[src/rtl/memref_tb_pkg.sv]
// Shared types and default sizes for the memref fill/dump driver and the
// memref_rd/memref_wr memory models.
package memref_tb_pkg;

    localparam int unsigned MEMREF_WIDTH = 32;
    localparam int unsigned MEMREF_SIZE  = 64;

    typedef enum logic [2:0] {
        StIdle,
        StFill,
        StKick,
        StWait,
        StDump,
        StDone
    } state_e;

endpackage

[src/rtl/memref_fill_dump.sv]
// Initiator for the single-port memref protocol: fills memory with a base+index pattern,
// kicks the kernel, waits for completion or timeout, then dumps memory into a checksum.
module memref_fill_dump
    import memref_tb_pkg::*;
#(
    parameter int unsigned WIDTH   = MEMREF_WIDTH,
    parameter int unsigned SIZE    = MEMREF_SIZE,
    parameter int unsigned ADDR_W  = $clog2(SIZE),
    parameter int unsigned TIMEOUT = 4096
) (
    input  logic              clk,
    input  logic              rst,
    input  logic              start,
    input  logic [WIDTH-1:0]  fill_base,
    input  logic              patch_en,
    input  logic [ADDR_W-1:0] patch_addr,
    input  logic [WIDTH-1:0]  patch_data,
    output logic              kernel_start,
    input  logic              kernel_done,
    output logic              mem_own,
    output logic [ADDR_W-1:0] mem_addr_data,
    output logic              mem_addr_en,
    output logic              mem_wr_en,
    output logic [WIDTH-1:0]  mem_wr_data,
    output logic              mem_rd_en,
    input  logic [WIDTH-1:0]  mem_rd_data,
    output logic              busy,
    output logic              done,
    output logic              timeout,
    output logic [WIDTH-1:0]  checksum
);

    // One extra index bit so the dump drain cycle (index == SIZE) is representable.
    localparam int unsigned IDX_W  = ADDR_W + 1;
    localparam int unsigned WAIT_W = $clog2(TIMEOUT + 1);

    localparam logic [IDX_W-1:0]  LAST_IDX  = IDX_W'(SIZE - 1);
    localparam logic [IDX_W-1:0]  DRAIN_IDX = IDX_W'(SIZE);
    localparam logic [WAIT_W-1:0] WAIT_LAST = WAIT_W'(TIMEOUT - 1);

    state_e             state_q, state_d;
    logic [IDX_W-1:0]   idx_q, idx_d;
    logic [WAIT_W-1:0]  wait_q, wait_d;
    logic [WIDTH-1:0]   acc_q, acc_d;
    logic               timeout_q, timeout_d;
    logic               rd_pend_q;
    logic               latch_cfg;

    logic [WIDTH-1:0]   base_q;
    logic               patch_en_q;
    logic [ADDR_W-1:0]  patch_addr_q;
    logic [WIDTH-1:0]   patch_data_q;

    logic               patch_hit;
    logic [WIDTH-1:0]   fill_word;

    assign patch_hit = patch_en_q && ({1'b0, patch_addr_q} == idx_q);
    assign fill_word = patch_hit ? patch_data_q : base_q + WIDTH'(idx_q);

    always_comb begin
        state_d       = state_q;
        idx_d         = idx_q;
        wait_d        = wait_q;
        acc_d         = acc_q;
        timeout_d     = timeout_q;
        latch_cfg     = 1'b0;
        kernel_start  = 1'b0;
        mem_own       = 1'b0;
        mem_addr_data = '0;
        mem_addr_en   = 1'b0;
        mem_wr_en     = 1'b0;
        mem_wr_data   = '0;
        mem_rd_en     = 1'b0;
        done          = 1'b0;

        // Read data returns one cycle after each issue; fold it in as it arrives.
        if (rd_pend_q) begin
            acc_d = acc_q + mem_rd_data;
        end

        unique case (state_q)
            StIdle: begin
                if (start) begin
                    state_d   = StFill;
                    idx_d     = '0;
                    acc_d     = '0;
                    timeout_d = 1'b0;
                    latch_cfg = 1'b1;
                end
            end
            StFill: begin
                mem_own       = 1'b1;
                mem_addr_data = idx_q[ADDR_W-1:0];
                mem_addr_en   = 1'b1;
                mem_wr_en     = 1'b1;
                mem_wr_data   = fill_word;
                if (idx_q == LAST_IDX) begin
                    idx_d   = '0;
                    state_d = StKick;
                end else begin
                    idx_d = idx_q + 1'b1;
                end
            end
            StKick: begin
                kernel_start = 1'b1;
                wait_d       = '0;
                state_d      = StWait;
            end
            StWait: begin
                if (kernel_done) begin
                    state_d = StDump;
                end else if (wait_q == WAIT_LAST) begin
                    timeout_d = 1'b1;
                    state_d   = StDump;
                end else begin
                    wait_d = wait_q + 1'b1;
                end
            end
            StDump: begin
                mem_own = 1'b1;
                if (idx_q == DRAIN_IDX) begin
                    state_d = StDone;
                end else begin
                    mem_addr_data = idx_q[ADDR_W-1:0];
                    mem_addr_en   = 1'b1;
                    mem_rd_en     = 1'b1;
                    idx_d         = idx_q + 1'b1;
                end
            end
            StDone: begin
                done    = 1'b1;
                state_d = StIdle;
            end
            default: begin
                state_d = StIdle;
            end
        endcase
    end

    always_ff @(posedge clk) begin
        if (rst) begin
            state_q      <= StIdle;
            idx_q        <= '0;
            wait_q       <= '0;
            acc_q        <= '0;
            timeout_q    <= 1'b0;
            rd_pend_q    <= 1'b0;
            base_q       <= '0;
            patch_en_q   <= 1'b0;
            patch_addr_q <= '0;
            patch_data_q <= '0;
        end else begin
            state_q   <= state_d;
            idx_q     <= idx_d;
            wait_q    <= wait_d;
            acc_q     <= acc_d;
            timeout_q <= timeout_d;
            rd_pend_q <= mem_rd_en;
            if (latch_cfg) begin
                base_q       <= fill_base;
                patch_en_q   <= patch_en;
                patch_addr_q <= patch_addr;
                patch_data_q <= patch_data;
            end
        end
    end

    assign busy     = (state_q != StIdle);
    assign timeout  = timeout_q;
    assign checksum = acc_q;

endmodule
[config.mk]
export PLATFORM = sky130hd
export DESIGN_NAME = memref_fill_dump
export DESIGN_NICKNAME = d
export VERILOG_FILES = /design/src/rtl/memref_tb_pkg.sv /design/src/rtl/memref_fill_dump.sv
export SDC_FILE = /design/constraint.sdc
export NUM_CORES = 1
export LEC_CHECK = 0
export BUFFER_PORTS_ARGS = -buffer_cell sky130_fd_sc_hd__buf_4
export CAP_MARGIN = 20
export CORE_MARGIN = 4
export CORE_UTILIZATION = 28
export DETAILED_ROUTE_END_ITERATION = 6
export PLACE_DENSITY_LB_ADDON = 0.08
export SLEW_MARGIN = 20
export SYNTH_ARGS = -nofsm -noshare
export SYNTH_HDL_FRONTEND = slang
export SYNTH_SLANG_ARGS = --single-unit
[constraint.sdc]
create_clock -name clk -period 8.3 [get_ports clk]
set_input_delay 1.66 -clock clk [delete_from_list [all_inputs] [get_ports clk]]
set_output_delay 1.66 -clock clk [all_outputs]
set_load 0.01 [all_outputs]
After elaboration in Yosys (flattened, before gate mapping)

Index checks and enable logic that the tools add are counted.

Register bits: 128
Input bits: 107
Output and inout bits: 78
Logic and storage cells: 75

Add/sub/neg operators: 4
Eq/ne operators: 17
Mux-type cells: 33
Reductions and logical operators: 11

Operators by type and width:

| operator                                         | count |
|---|---|
| two-way mux 32 bit                               | 5 |
| adder 32 bit                                     | 1 |
| adder 32 x 7 -> 32 bit                           | 1 |
| two-way mux 13 bit                               | 2 |
| case mux 13 bit (2 select lines)                 | 1 |
| two-way mux 7 bit                                | 3 |
| case mux 7 bit (3 select lines)                  | 1 |
| two-way mux 3 bit                                | 5 |
| case mux 3 bit (5 select lines)                  | 1 |
| != test 2 bit (second input constant)            | 7 |
| adder 13 x 1 -> 13 bit (second input constant)   | 1 |
| == test 13 x 12 -> 1 bit (second input constant) | 1 |
| case mux 6 bit (2 select lines)                  | 1 |
| two-way mux 1 bit                                | 11 |
| AND reduction 4 bit                              | 2 |
| adder 7 x 1 -> 7 bit (second input constant)     | 1 |
| == test 6 x 7 -> 1 bit                           | 1 |
| == test 7 x 6 -> 1 bit (second input constant)   | 1 |
| == test 7 bit (second input constant)            | 1 |
| == test 3 x 2 -> 1 bit (second input constant)   | 2 |
| == test 3 bit (second input constant)            | 2 |
| two-way mux 6 bit                                | 1 |
| AND reduction 3 bit                              | 2 |
| nonzero test 3 bit                               | 2 |
| 7 further kinds                                  | 9 |

Logic depth before layout (Yosys ltp)

Gate-level depths: netlist of the first run.

Word-level depth: 4
Depth in mapped cells: 12
Depth with buffers taken out: 11

Worst setup path before layout of the first run

No wires, ideal clock.

Path kind: register -> output
Start: register idx_q[0]
End: output port mem_wr_data[22]
Arrival: 2,582 ps
Data required time: 6,640 ps
Slack: 4,058 ps
Cell stages (with the launch flop): 13
Path buffers: 1
Cell sequence: dfxtp_1 -> ha_1 -> inv_1 -> fa_1 -> nor2b_1 -> o21ai_1 -> a21boi_1 -> o21ai_1 -> a21boi_1 -> buf_2 -> o2111ai_1 -> xor2_1 -> a211oi_1

Longest elaborated chain between the ends: 4
Elaborated cells between the ends (all ways): 5
Those cells by class: 1 x add/sub; 1 x eq/ne; 2 x mux; 1 x reduce/logical

RTL lines:

| what                                                           | line                    | source |
|---|---|---|
| start, declared                                                | memref_fill_dump.sv:42  | `logic [IDX_W-1:0] idx_q, idx_d;` |
| start signal, assigned                                         | memref_fill_dump.sv:154 | `idx_q <= idx_d;` |
| branches (longest 2 deep; another with adder 32 x 7 -> 32 bit) | n/a                     |  |
| two-way mux 32 bit *                                           | memref_fill_dump.sv:58  | `assign fill_word = patch_hit ? patch_data_q : base_q + WIDTH'(idx_q);` |
| two-way mux 32 bit *                                           | memref_fill_dump.sv:81  | `unique case (state_q)` |
| end, declared                                                  | memref_fill_dump.sv:24  | `output logic [WIDTH-1:0] mem_wr_data,` |

Mark *: on every way between the ends.

Worst setup path after layout of the first run

Start: register idx_q[1]
End: output port mem_wr_data[23]

The elaborated chain is that of the path after synthesis.

==> impl_metrics.py, run 1 <==
metrics = {
    "clock_tree": {
        "cts-root-buf": "clkbuf_16",
        "cts_resized": 0,
        "clk_path_buf_depth": 2,
        "numClockSinks": 128,
        "cts_buffers": 17,
        "clock_latency_ps": 410,
        "htree_levels": 4,
        "cts_tree": "yes",
        "clk_pin_slew_ps": 70,
        "hold_buffers": 0,
        "post_cts_buffers": 0,
    },
    "power": {
        "p_leak_nw": 4.21,
        "p_per_area_nw_per_um2": 175,
        "power.total_w": 0.00174,
        "peakVddDrop_v": 0.0000978,
    },
    "outcome": {
        "status": "completed",
    },
    "logic_synthesis": {
        "avgSynthCellArea_sq_um": 7.63,
        "synth_ff_type": "dfxtp_1",
        "synth_edf_count": 0,
        "synth-adder-area-share_pct": 7.20,
        "synth_top_family_by_area": "simple AND/OR/NAND/NOR gates",
        "syn-instance-count": 1007,
        "synth_xor_area_share_pct": 8.32,
        "synthMuxAreaShare_pct": 3.65,
        "ys_types": 62,
        "synth_compound_area_share_pct": 19.6,
        "synthArstFlopShare_pct": 0,
        "yosysWarnings": 0,
        "ys_ff_latch": 128,
        "synth_area_sq_um": 7680,
        "synth_fp_nets": 1157,
        "synth_simple_gate_area_share_pct": 24.2,
        "synth-seq-area-share_pct": 33.4,
    },
    "setup_path": {
        "cp-end-kind": "primary output",
        "critical_path_required_ps": 6640,
        "critical-path-max-stage-delay_ps": 530,
        "arrival_ps": 3330,
        "cp-start-kind": "flop",
        "cp_max_fo": 8,
        "slowest_stage": "or3_1",
        "worstPathCellList": "ha_1 > a21o_1 > a21oi_1 > o21ai_1 > a2111oi_2 > or3_1 > nor2_2 > xnor2_1 > a211oi_1 > buf_4",
        "critical_path_class": "reg2out",
    },
    "worst_hold_path": {
        "worstHoldPathType": "reg2reg",
    },
    "floorplanning": {
        "die_y_microns": 174,
        "coreArea_sq_um": 27000,
        "rows": 60,
        "start_util_pct": 28.5,
        "die_w_microns": 174,
        "ioPinCount": 185,
        "die_area_sq_um": 30200,
    },
    "sta": {
        "max_freq_mhz": 201,
        "slew_viol_final": 0,
        "final-setup-viol-count": 0,
        "final.min_clock_period_ps": 4990,
        "finalSetupTns_ps": 0,
        "rsz0062_at_grt": "false",
        "holdWs_ps": 454,
        "post-route-period-util_pct": 60.1,
        "clock_skew_ps": 7.21,
        "slew_headroom_pct": 42.9,
        "worst_pin_slew_ps": 857,
        "finalHoldViolCount": 0,
    },
    "placed_design": {
        "portBuffers": 184,
        "gp_congestion": 0.803,
        "hpwl_microns": 18600,
    },
    "drt": {
        "drcViolationCount": 0,
        "wl_per_cell_microns": 17.1,
        "final_antenna_net_count": 0,
        "drt_first_pass_iters": 5,
        "num_vias": 7479,
        "finalWirelength_microns": 25900,
        "dr.first_iter.drc_count": 413,
        "via_per_inst": 4.93,
    },
    "grt": {
        "grt_first_pass_wirelength_microns": 40900,
        "antenna_found_initial": 1,
        "grt_util_all_layers_pct": 16.7,
        "grt_max_degree": 74,
        "grt_pass1_vias": 7472,
        "overflow": 0,
    },
    "final_layout": {
        "diodes": 0,
        "area_growth_pct": 29.4,
        "drive_gt1_share_pct": 20.5,
        "final_cell_mix": "nand2_1 (206), buf_4 (191), dfxtp_1 (128)",
        "mostFrequentLayoutCell": "nand2_1",
        "nNetsFinal": 1313,
    },
    "flow_run": {
        "max_cap_violations": 0,
    },
}
[where the power goes]
part / switching [W] / internal, W / total (W)
Sequential: 0.0000269 / 0.000645 / 0.000672
Clock: 0.000330 / 0.000463 / 0.000793
Combinational: 0.000161 / 0.000112 / 0.000273
[routing by layer]
layer  GRT usage, %  routed length (microns)
met3           3.05                      959
met2           25.7                    11300
met4           4.16                      288
met5              0                       13
met1           24.2                    13300
[critical path: cells and delay by family (launching register included)]
family,cells,cell delay (ps)
buffers and inverters,1,170
AOI/OAI and AO/OA,5,1310
adders and majority gates,1,270
xor gates and xnor gates,1,130
and+or+nand+nor,2,590
DFF,1,440
[cells by family (layout without fill, tap and decap cells)]
group           count (synthesis)  in the layout
mux                            28             28
xor+xnor                       73             73
fa+ha+maj                      43             43
flops                         128            128
simple gates                  415            415
buf+inv                        71            240
compound gates                249            249
[cell type report]
cell class | count | area [sq um]
clock inverter | 14 | 169
inverter | 17 | 63.8
multi-input combinational | 808 | 4840
sequential | 128 | 2560
fill | 2895 | 17000
tap | 341 | 427
clock buffer | 18 | 439
timing repair buffer | 191 | 1430
[stage by stage]
stage	cell area [sq um]	std cells	utilization (%)	setup WS [ps]
after CTS	9940	1517	36.9	3230
after global routing	9940	1517	36.9	2990
after detailed placement	9330	1485	34.6	3710
final	9940	1517	36.9	3310
after global placement	9330	1485	34.6	3710
after floorplan	7680	1007	-	4060
[cells in the mapped netlist, types with 10 or more instances]
cell type	number	area share (%)
xor2_1	39	4.4
nor2_1	90	4.4
o21ai_1	11	0.72
nand2_1	207	10
a21oi_1	122	7.9
a211oi_1	22	2.1
clkbuf_1	44	2.1
a21o_1	14	1.4
dfxtp_1	128	33
o2111ai_1	12	1.4
mux2i_1	28	3.6
nand4_1	15	1.2
inv_1	14	0.68
nand3_1	24	1.6
o21ai_0	27	1.8
and3_1	15	1.2
xnor2_1	34	3.9
nor3_1	10	0.65
ha_1	41	6.7
[worst paths after layout]
| kind | startpoint | endpoint | slack [ps] | cells after the start |
|---|---|---|---|---|
| worst min-delay path | patch_data_q[9]$_SDFFE_PP0P_ | patch_data_q[9]$_SDFFE_PP0P_ | 450 | 2 |
| worst max-delay path | idx_q[1]$_SDFFE_PP0P_ | mem_wr_data[23] | 3310 | 10 |
| worst min register to register | patch_data_q[9]$_SDFFE_PP0P_ | patch_data_q[9]$_SDFFE_PP0P_ | 450 | 2 |
| worst max register to register | checksum[0]$_SDFF_PP0_ | checksum[20]$_SDFF_PP0_ | 5400 | 10 |
[state kept, by name (all words and copies together), names as in the netlist]
name and cells:
patch_data_q 32, state_q 3, idx_q 7, rd_pend_q 1, patch_addr_q 6, checksum 32, wait_q 13, timeout 1
base_q 32, patch_en_q 1
No activity file was read; power rests on OpenSTA's default activity.
==> run 2, diff against run 1 <==
Clock period 8.3 ns to 5.1 ns, I/O delays scaled along.
==> impl_metrics.py, run 2 (synthesized netlist as in run 1, its figures left out) <==
metrics = {
    "final_layout": {
        "final_cell_mix": "nand2_1 (206), buf_4 (192), dfxtp_1 (128)",
        "nNetsFinal": 1314,
        "final_cells": 1518,
        "final_core_util_pct": 36.9,
        "area_growth_pct": 29.4,
        "drive_gt1_share_pct": 20.5,
        "multi_input_area_sq_um": 4840,
        "fillers": 2915,
        "mostFrequentLayoutCell": "nand2_1",
        "postLayoutCellArea_sq_um": 9940,
        "ff_latch_area_sq_um": 2560,
        "diodes": 0,
    },
    "sta": {
        "final-setup-viol-count": 0,
        "max_freq_mhz": 229,
        "finalSetupTns_ps": 0,
        "clock_skew_ps": 13.2,
        "slew_viol_final": 0,
        "worst_pin_slew_ps": 916,
        "final.min_clock_period_ps": 4360,
        "post-route-period-util_pct": 85.5,
        "holdWs_ps": 451,
        "slew_headroom_pct": 38.9,
        "finalHoldViolCount": 0,
        "rsz0062_at_grt": "false",
    },
    "flow_run": {
        "max_cap_violations": 0,
    },
    "drt": {
        "via_per_inst": 4.92,
        "drcViolationCount": 0,
        "finalWirelength_microns": 25600,
        "wl_per_cell_microns": 16.9,
        "dr.first_iter.drc_count": 411,
        "num_vias": 7472,
        "final_antenna_net_count": 0,
        "drt_first_pass_iters": 5,
    },
    "clock_tree": {
        "clk_pin_slew_ps": 70,
        "cts_tree": "yes",
        "post_cts_buffers": 0,
        "numClockSinks": 128,
        "hold_buffers": 0,
        "cts-root-buf": "clkbuf_16",
        "clk_path_buf_depth": 2,
        "cts_resized": 0,
        "cts_buffers": 17,
        "htree_levels": 4,
        "clock_latency_ps": 410,
    },
    "setup_path": {
        "arrival_ps": 3340,
        "reg2reg_slack_ps": 2240,
        "critical_path_required_ps": 4080,
        "r2r.worst_path.cells": 10,
        "cp-end-kind": "primary output",
        "cp_max_fo": 8,
        "critical_path_class": "reg2out",
        "r2r_end": "checksum[20]$_SDFF_PP0_",
        "rr_startpoint": "checksum[0]$_SDFF_PP0_",
        "cp-start-kind": "flop",
    },
    "placed_design": {
        "post_dp_cell_area_sq_um": 9340,
        "portBuffers": 184,
        "dp.cells": 1486,
        "gp_congestion": 0.791,
        "hpwl_microns": 18500,
    },
    "grt": {
        "grt_max_degree": 81,
        "grt_first_pass_wirelength_microns": 40700,
        "grt_util_all_layers_pct": 16.6,
        "antenna_found_initial": 2,
        "overflow": 0,
        "grt_pass1_vias": 7381,
    },
    "power": {
        "clockPowerShare_pct": 45.6,
        "peakVddDrop_v": 0.000182,
        "p_switching_w": 0.000813,
        "switching_share_pct": 28.8,
        "p_per_area_nw_per_um2": 284,
        "pwr-share-comb_pct": 15.6,
        "internal_power_w": 0.00201,
        "seq_power_share_pct": 38.8,
        "p_leak_nw": 4.22,
    },
    "floorplanning": {
        "coreArea_sq_um": 27000,
        "die_w_microns": 174,
        "die_area_sq_um": 30200,
        "ioPinCount": 185,
        "rows": 60,
        "start_util_pct": 28.5,
        "die_y_microns": 174,
    },
    "worst_hold_path": {
        "worstHoldPathType": "reg2reg",
        "whs_endpoint": "patch_data_q[9]$_SDFFE_PP0P_",
        "hold_depth": 2,
        "min_from": "patch_data_q[9]$_SDFFE_PP0P_",
    },
    "outcome": {
        "status": "completed",
    },
}
## run 2: cell count changes in the layout (fill, tap and decap cells not counted), sizes merged
cell / before / now
clkinv: 1 / 6
inv: 25 / 21
clkinvlp: 3 / 1
buf: 191 / 192
bufinv: 2 / 3
## run 2: cell type report
cell class / count / area share [%]
inverters: 17 / 0.642
well taps: 341 / 4.29
clock inverters: 14 / 1.79
multi-input cells: 808 / 48.7
clock buffers: 18 / 4.32
repair buffers: 192 / 14.5
flip-flops and latches: 128 / 25.8
## run 2: stage by stage
stage                     total power, W  setup WS, ps
after floorplan                  0.00137          1500
after global placement           0.00157          1230
after detailed placement         0.00157          1160
after CTS                        0.00287           684
after global routing             0.00297           495
final                            0.00282           740
## run 2: critical path, cell delays in order (launching register included)
cell,delay [ps]
dfxtp_1,440
ha_1,270
a21o_1,180
a21oi_1,220
o21ai_1,130
a2111oi_2,500
or3_1,540
nor2_2,70
xnor2_1,140
a211oi_1,270
buf_4,170
## run 2: power groups by stage
stage / logic [W] / registers (W) / clock network, W
detailed placement: 0.000448 / 0.00112 / 0
global route: 0.000493 / 0.00110 / 0.00137
global placement: 0.000449 / 0.00112 / 0
floorplan: 0.000267 / 0.00110 / 0
finish: 0.000439 / 0.00110 / 0.00129
CTS: 0.000449 / 0.00110 / 0.00133
## run 2: layer usage
layer  vias up  wire [microns]  track usage (%)
li1       3828               -                -
met1      3454           13000             23.9
met2       165           11200             25.4
met3        21            1200             3.69
met4         4             271             3.99
met5         -              29                0
## run 2: worst max path at each step
stage	from	end	cells past startpoint
floorplan	idx_q[0]$_SDFFE_PP0P_	mem_wr_data[22]	12
global placement	idx_q[1]$_SDFFE_PP0P_	mem_wr_data[21]	10
detailed placement	idx_q[1]$_SDFFE_PP0P_	mem_wr_data[21]	10
CTS	idx_q[1]$_SDFFE_PP0P_	mem_wr_data[21]	10
global route	idx_q[0]$_SDFFE_PP0P_	mem_wr_data[18]	13
finish	idx_q[1]$_SDFFE_PP0P_	mem_wr_data[21]	10
